--- src/rtl/uart_receiver.sv ---
// 8N1 UART receiver: mid-bit start qualification, LSB-first shift, stop check.
// Define UART_RX_SYNC_EN to add a 2-flop input synchronizer on i_rx.
module uart_receiver #(
    parameter int CLKS_PER_BIT = 16
) (
    input  logic       i_clk,
    input  logic       i_rst,
    input  logic       i_rx,
    output logic [7:0] o_data,
    output logic       o_valid,
    output logic       o_frame_err,
    output logic       busy
);

    localparam int CW   = $clog2(CLKS_PER_BIT);
    localparam int HALF = CLKS_PER_BIT / 2;

    localparam logic [CW-1:0] HALF_M1 = CW'(HALF - 1);
    localparam logic [CW-1:0] LAST    = CW'(CLKS_PER_BIT - 1);

    localparam logic [2:0] IDLE    = 3'd0;
    localparam logic [2:0] START   = 3'd1;
    localparam logic [2:0] DATA    = 3'd2;
    localparam logic [2:0] STOP    = 3'd3;
    localparam logic [2:0] RECOVER = 3'd4;

    logic          rx_s;
    logic [2:0]    state;
    logic [CW-1:0] cnt;
    logic [2:0]    idx;
    logic [7:0]    sr;

`ifdef UART_RX_SYNC_EN
    logic [1:0] sync;

    // Flops reset to the idle level so reset never looks like a start bit
    always_ff @(posedge i_clk) begin
        if (i_rst) begin
            sync <= 2'b11;
        end else begin
            sync <= {sync[0], i_rx};
        end
    end

    assign rx_s = sync[1];
`else
    assign rx_s = i_rx;
`endif

    assign busy = (state != IDLE);

    always_ff @(posedge i_clk) begin
        if (i_rst) begin
            state       <= IDLE;
            cnt         <= '0;
            idx         <= '0;
            sr          <= '0;
            o_data      <= 8'h00;
            o_valid     <= 1'b0;
            o_frame_err <= 1'b0;
        end else begin
            o_valid     <= 1'b0;
            o_frame_err <= 1'b0;
            case (state)
                IDLE: begin
                    if (!rx_s) begin
                        state <= START;
                        cnt   <= '0;
                    end
                end
                START: begin
                    if (cnt == HALF_M1) begin
                        cnt   <= '0;
                        idx   <= '0;
                        state <= rx_s ? IDLE : DATA;
                    end else begin
                        cnt <= cnt + CW'(1);
                    end
                end
                DATA: begin
                    if (cnt == LAST) begin
                        cnt <= '0;
                        sr  <= {rx_s, sr[7:1]};
                        idx <= idx + 3'd1;
                        if (idx == 3'd7) begin
                            state <= STOP;
                        end
                    end else begin
                        cnt <= cnt + CW'(1);
                    end
                end
                STOP: begin
                    if (cnt == LAST) begin
                        cnt    <= '0;
                        o_data <= sr;
                        if (rx_s) begin
                            o_valid <= 1'b1;
                            state   <= IDLE;
                        end else begin
                            o_frame_err <= 1'b1;
                            state       <= RECOVER;
                        end
                    end else begin
                        cnt <= cnt + CW'(1);
                    end
                end
                // A held-low line parks here so a break reports only once
                RECOVER: begin
                    if (rx_s) begin
                        state <= IDLE;
                    end
                end
                default: begin
                    state <= IDLE;
                end
            endcase
        end
    end

endmodule

--- config.mk ---
export PLATFORM = sky130hd
export DESIGN_NAME = uart_receiver
export DESIGN_NICKNAME = d
export VERILOG_FILES = /design/src/rtl/uart_receiver.sv
export SDC_FILE = /design/constraint.sdc
export NUM_CORES = 1
export LEC_CHECK = 0
export ABC_CLOCK_PERIOD_IN_PS = 1500
export BUFFER_PORTS_ARGS = -buffer_cell sky130_fd_sc_hd__buf_2
export CAP_MARGIN = 20
export CORE_MARGIN = 2
export CORE_UTILIZATION = 50
export CTS_CLUSTER_SIZE = 8
export DETAILED_ROUTE_END_ITERATION = 10
export PLACE_DENSITY_LB_ADDON = 0.2
export REMOVE_ABC_BUFFERS = 1
export SYNTH_ARGS = -nofsm -noshare
export SYNTH_HDL_FRONTEND = slang
export SYNTH_SLANG_ARGS = --single-unit
--- constraint.sdc ---
create_clock -name i_clk -period 1.5 [get_ports i_clk]
set_input_delay 0.075 -clock i_clk [delete_from_list [all_inputs] [get_ports i_clk]]
set_output_delay 0.075 -clock i_clk [all_outputs]
set_load 0.1 [all_outputs]
After elaboration in Yosys (flattened, before gate mapping)
Cells that the tools add are included.

Output and inout bits: 11. Word-level logic and storage cells: 53. Input bits: 3. Flip-flop bits (word level): 28.

Equal/unequal tests: 13. Add/sub/neg operators: 2. Reduce and logical (&&, ||, !) cells: 11. Muxes and demuxes: 18. Bitwise logic cells: 2.

Operator list (count): 3-bit two-way mux (9); 3-bit case mux with 5 select lines (1); 4-bit two-way mux (3); 2-bit inequality test (second input constant) (6); 4-bit case mux with 3 select lines (1); 3-bit by 2-bit equality test with 1-bit output (second input constant) (2); 3-bit equality test (second input constant) (2); 3-bit case mux with 2 select lines (1); 2-bit AND reduction (3); 6-bit AND reduction (1); 3-bit nonzero test (2); 4-bit by 1-bit adder with 4-bit output (second input constant) (1); 4-bit by 3-bit equality test with 1-bit output (second input constant) (1); 4-bit equality test (second input constant) (1); 3-bit by 1-bit adder with 3-bit output (second input constant) (1); 3-bit by 1-bit equality test with 1-bit output (second input constant) (1); 3-bit zero test (1); 3-bit AND reduction (1); 3-bit OR reduction (1); 1-bit two-way mux (2); 2-bit two-way mux (1); 1-bit NOT (2); 2-bit nonzero test (1); 2-bit OR reduction (1).

Longest topological paths before layout
Depth after elaboration: 4. Depth in mapped cells: 6. Gate-level depth less buffers: 6.

Worst setup path before layout
Ideal clock, no wire load.

Kind: reg-to-reg. From: reg cnt[0]. To: reg o_data[0]. Arrival time: 1.327 ns. Period minus slack after synthesis: 1.454 ns. Setup slack: 0.046 ns. Cell stages (with the launch flop): 7. Setup time: 0.128 ns. Data required time: 1.372 ns. Buffers on the path: 1. Cells stage by stage: dfxtp_1 ha_1 nand3_2 nor3_1 buf_4 mux2i_1 nor2_1.

Word-level cells in the longest chain between the ends: 2.

Ends and longest elaborated chain: from (decl) (RTL line 29) `logic [CW-1:0] cnt;`; from (signal assigned) (RTL line 77) `cnt <= cnt + CW'(1);`; from (signal assigned) (RTL line 89) `cnt <= cnt + CW'(1);`; from (signal assigned) (RTL line 104) `cnt <= cnt + CW'(1);`; 4-bit equality test (RTL line 93) `if (cnt == LAST) begin`; 2-bit AND reduction (no line); to (signal assigned) (RTL line 95) `o_data <= sr;`; to (decl) (RTL line 9) `output logic [7:0] o_data,`.

Every way passes these cells. A chain may end at the register's enable or synchronous reset.

Worst setup path after layout
From: reg cnt[0]. To: reg state[2].

Word-level cells in the longest chain between the ends: 3. Elaborated cells on any way between the ends: 6. Classes of those cells: eq/ne: 5; reduce/logical: 1.

Ends and longest elaborated chain: 4-bit equality test or 4-bit by 3-bit equality test with 1-bit output (tied branches) (RTL line 81, 93, 72); 2-bit inequality test (no line); 6-bit AND reduction (no line) *; to (signal assigned) (RTL line 75) `state <= rx_s ? IDLE : DATA;`; to (decl) (RTL line 28) `logic [2:0] state;`.

Every way passes the cells marked *; elsewhere a longest branch is shown, timed or not.

==> out/qor.yml <==
status:
  run_status: "finished clean"
sta:
  worst-slew-pin-transition_ns: 0.486
  hold_violations: 0
  finalMaxSlewViolations: 0
  final_critical_delay_including_setup_and_external_delays_ns: 1.44
  rsz0062_at_grt: "yes"
  finalSetupViolations: 0
  max_freq_mhz: 693
  timing.slew.headroom_pct: 67.8
  setup_tns_ns: 0
  layout_worst_path_cycle_share_pct: 96.1
  clock_skew_ns: 0.00458
placed_design:
  numPortBuffers: 13
  detailed_place.area_um2: 1430
  gp_congestion: 0.826
  post-dp-hpwl_um: 1650
setup_path:
  worst_setup_path_startpoint: "cnt[0]"
  worst_setup_path_endpoint: "state[2]"
  worstPathArrival_ns: 1.72
  cp_max_fo: 6
  reg2regPathDepth: 6
  setup.worst_path.start_class: "flop"
  setup.reg_to_reg.worst_slack_ns: 0.06
  crit-reg2reg-capture: "state[2]"
  critical_path.endpoint_type: "flop"
  worstReg2RegStart: "cnt[0]"
  critPathRequiredTime_ns: 1.78
  path_class: "reg -> reg"
synth:
  yosys_most_used_dff: "sky130_fd_sc_hd__dfxtp_1"
  synth-edff-count: 0
  syn-mean-instance-area_um2: 9.79
  total_of_flip_flops_plus_latches_after_synthesis: 28
  post_synth_inst_count: 128
  ys_seq_area_share_pct: 44.7
  yosys.cell_types.count: 35
  postSynth.asyncResetShare_pct: 0
  netlist_area_before_placement_um2: 1250
  ys_warn_count: 0
routing:
  viasPerCell: 5.32
  drc: 0
  routed-via-count: 984
  final_routed_wirelength_um: 2350
  detailedRoute.firstIterationViolations: 11
  route.detailed.wl_per_inst_um: 12.7
  ant_nets: 0
  first_drt_pass_iteration_count: 5
clock_network:
  cts.htree.levels: 1
  max-clock-path-buffers: 2
  clock_buffers_created_by_tritoncts: 3
  worst_setup_hold_path_clk_slew_ns: 0.14
  clock_insertion_delay_worst_skew_ns: 0.32
  clkSinkCount: 28
  clk_root_buffer_cell: "sky130_fd_sc_hd__clkbuf_4"
  tritoncts: "yes"
min_path:
  hold_path_class: "in -> reg"
global_routing:
  via_count_of_the_first_global_routing_pass: 813
  antenna_found_initial: 0
  grt.overflow.total: 0
  grt_start_max_net_pins: 25
  global_route_wire_length_before_repair_um: 3490
  grt_util_all_layers_pct: 16.4
job:
  timing.max_cap.violations: 0
floorplan:
  floorplan.initialDensity_pct: 51.5
  die_area_um2: 2920
  rows: 18
  die-width_um: 54.1
  core_region_area_um2: 2430
  boundaryPins: 14
  die_height_um: 54.1
finish:
  mostFrequentLayoutCells: "sky130_fd_sc_hd__dfxtp_1 (24), sky130_fd_sc_hd__nor2_1 (20), sky130_fd_sc_hd__mux2i_1 (18), sky130_fd_sc_hd__buf_2 (14), sky130_fd_sc_hd__buf_4 (13)"
  layout.cells.most_common: "sky130_fd_sc_hd__dfxtp_1"
  nets: 162
  antenna_cells_inserted: 0
  final_layout_size_suffix_gt1_share_pct: 31.0
  area_delta_synth_final_pct: 22.9
  area_of_all_placed_cells_without_fillers_um2: 1540
  nFillCells: 210
power:
  report.power.total_uw: 1790
  p_leak_uw: 0.000609
  worst_ir_drop_vdd_uv: 1120
  cell_area_power_density_nw_per_um2: 1160
[state kept, by name, summed over array words and instances (netlist names)]
name,count
sr,8
state,3
idx,3
o_valid,1
cnt,4
o_frame_err,1
o_data,8
[timing repair]
| action | in CTS | in global routing |
|---|---|---|
| endpoints found under the setup margin | 0 | 21 |
| buffers inserted | 0 | 2 |
| hold endpoints to repair | 0 | 1 |
| resized for setup | 0 | 14 |
| hold buffers | 0 | 1 |
[layout make-up]
class / instances / area (um^2) / area share (%)
inverters: 2 / 7.51 / 0.487
repair buffers: 30 / 209 / 13.6
flip-flops and latches: 28 / 566 / 36.7
clock buffers: 4 / 36.3 / 2.36
well taps: 30 / 37.5 / 2.44
multi-input cells: 91 / 684 / 44.4
[metal layers]
metal	global-route usage, %	wire [um]	vias up
met5	0	0	-
met1	21.9	1150	458
met3	2.50	70	2
met2	27.0	1110	16
met4	5.00	15	0
li1	-	-	508
[critical path: stages, from the launching register on]
cell	delay, ns
sky130_fd_sc_hd__dfxtp_2	0.38
sky130_fd_sc_hd__ha_4	0.15
sky130_fd_sc_hd__buf_6	0.10
sky130_fd_sc_hd__nand3b_1	0.11
sky130_fd_sc_hd__a32oi_4	0.30
sky130_fd_sc_hd__and4_4	0.27
sky130_fd_sc_hd__or2_1	0.09
[logic make-up (layout without fill, tap and decap cells)]
kind of cell | count (synthesis) | in the layout | synth area share, %
buffers and inverters | 9 | 36 | 3.49
DFF | 28 | 28 | 44.7
xor gates and xnor gates | 1 | 1 | 0.699
and+or+nand+nor | 51 | 51 | 22.7
adders and majority gates | 3 | 3 | 2.99
muxes | 18 | 18 | 14.4
AOI/OAI and AO/OA | 18 | 18 | 11.1
[stage by stage]
| step | setup WS, ns | cells | utilization, % | hold slack (ns) |
|---|---|---|---|---|
| after floorplan | -0.584 | 121 | - | 0.144 |
| after global placement | 0.0546 | 176 | 58.6 | 0.375 |
| after detailed placement | 0.0290 | 176 | 58.6 | 0.365 |
| after CTS | 0.00210 | 180 | 60.1 | 0.000159 |
| after global routing | -0.0285 | 185 | 63.3 | 0.101 |
| final | 0.0578 | 185 | 63.3 | 0.106 |
[where the power goes]
| part | internal (uW) | switching [uW] | leakage (uW) |
|---|---|---|---|
| sequential | 783 | 60.6 | 0.000228 |
| clock | 148 | 208 | 0.0000210 |
| combinational | 259 | 327 | 0.000361 |
[cell usage after synthesis, types with 2 or more instances]
library cell	number	share of area, %
sky130_fd_sc_hd__mux2i_1	18	14
sky130_fd_sc_hd__nand2_1	3	0.90
sky130_fd_sc_hd__nor3b_1	4	2.4
sky130_fd_sc_hd__nor3_1	5	2.0
sky130_fd_sc_hd__buf_4	2	1.2
sky130_fd_sc_hd__ha_1	3	3.0
sky130_fd_sc_hd__o31ai_1	2	1.2
sky130_fd_sc_hd__nand2b_1	4	2.0
sky130_fd_sc_hd__buf_2	2	0.80
sky130_fd_sc_hd__clkbuf_1	3	0.90
sky130_fd_sc_hd__inv_2	2	0.60
sky130_fd_sc_hd__a21oi_1	7	2.8
sky130_fd_sc_hd__dfxtp_1	28	45
sky130_fd_sc_hd__and3b_1	2	1.4
sky130_fd_sc_hd__or2_1	2	1.0
sky130_fd_sc_hd__nor2_1	21	6.3
sky130_fd_sc_hd__o21ai_1	2	0.80
[how the worst min path moves through the flow]
stage / end / cells after the start / startpoint
2_1_floorplan: cnt[0] / 1 / i_rst
3_3_place_gp: idx[2] / 2 / i_rst
3_5_place_dp: idx[2] / 2 / i_rst
4_1_cts: idx[2] / 2 / i_rst
5_1_grt: o_valid / 2 / i_rx
6_report: o_valid / 2 / i_rx
Power figures use the tool's default switching activity.
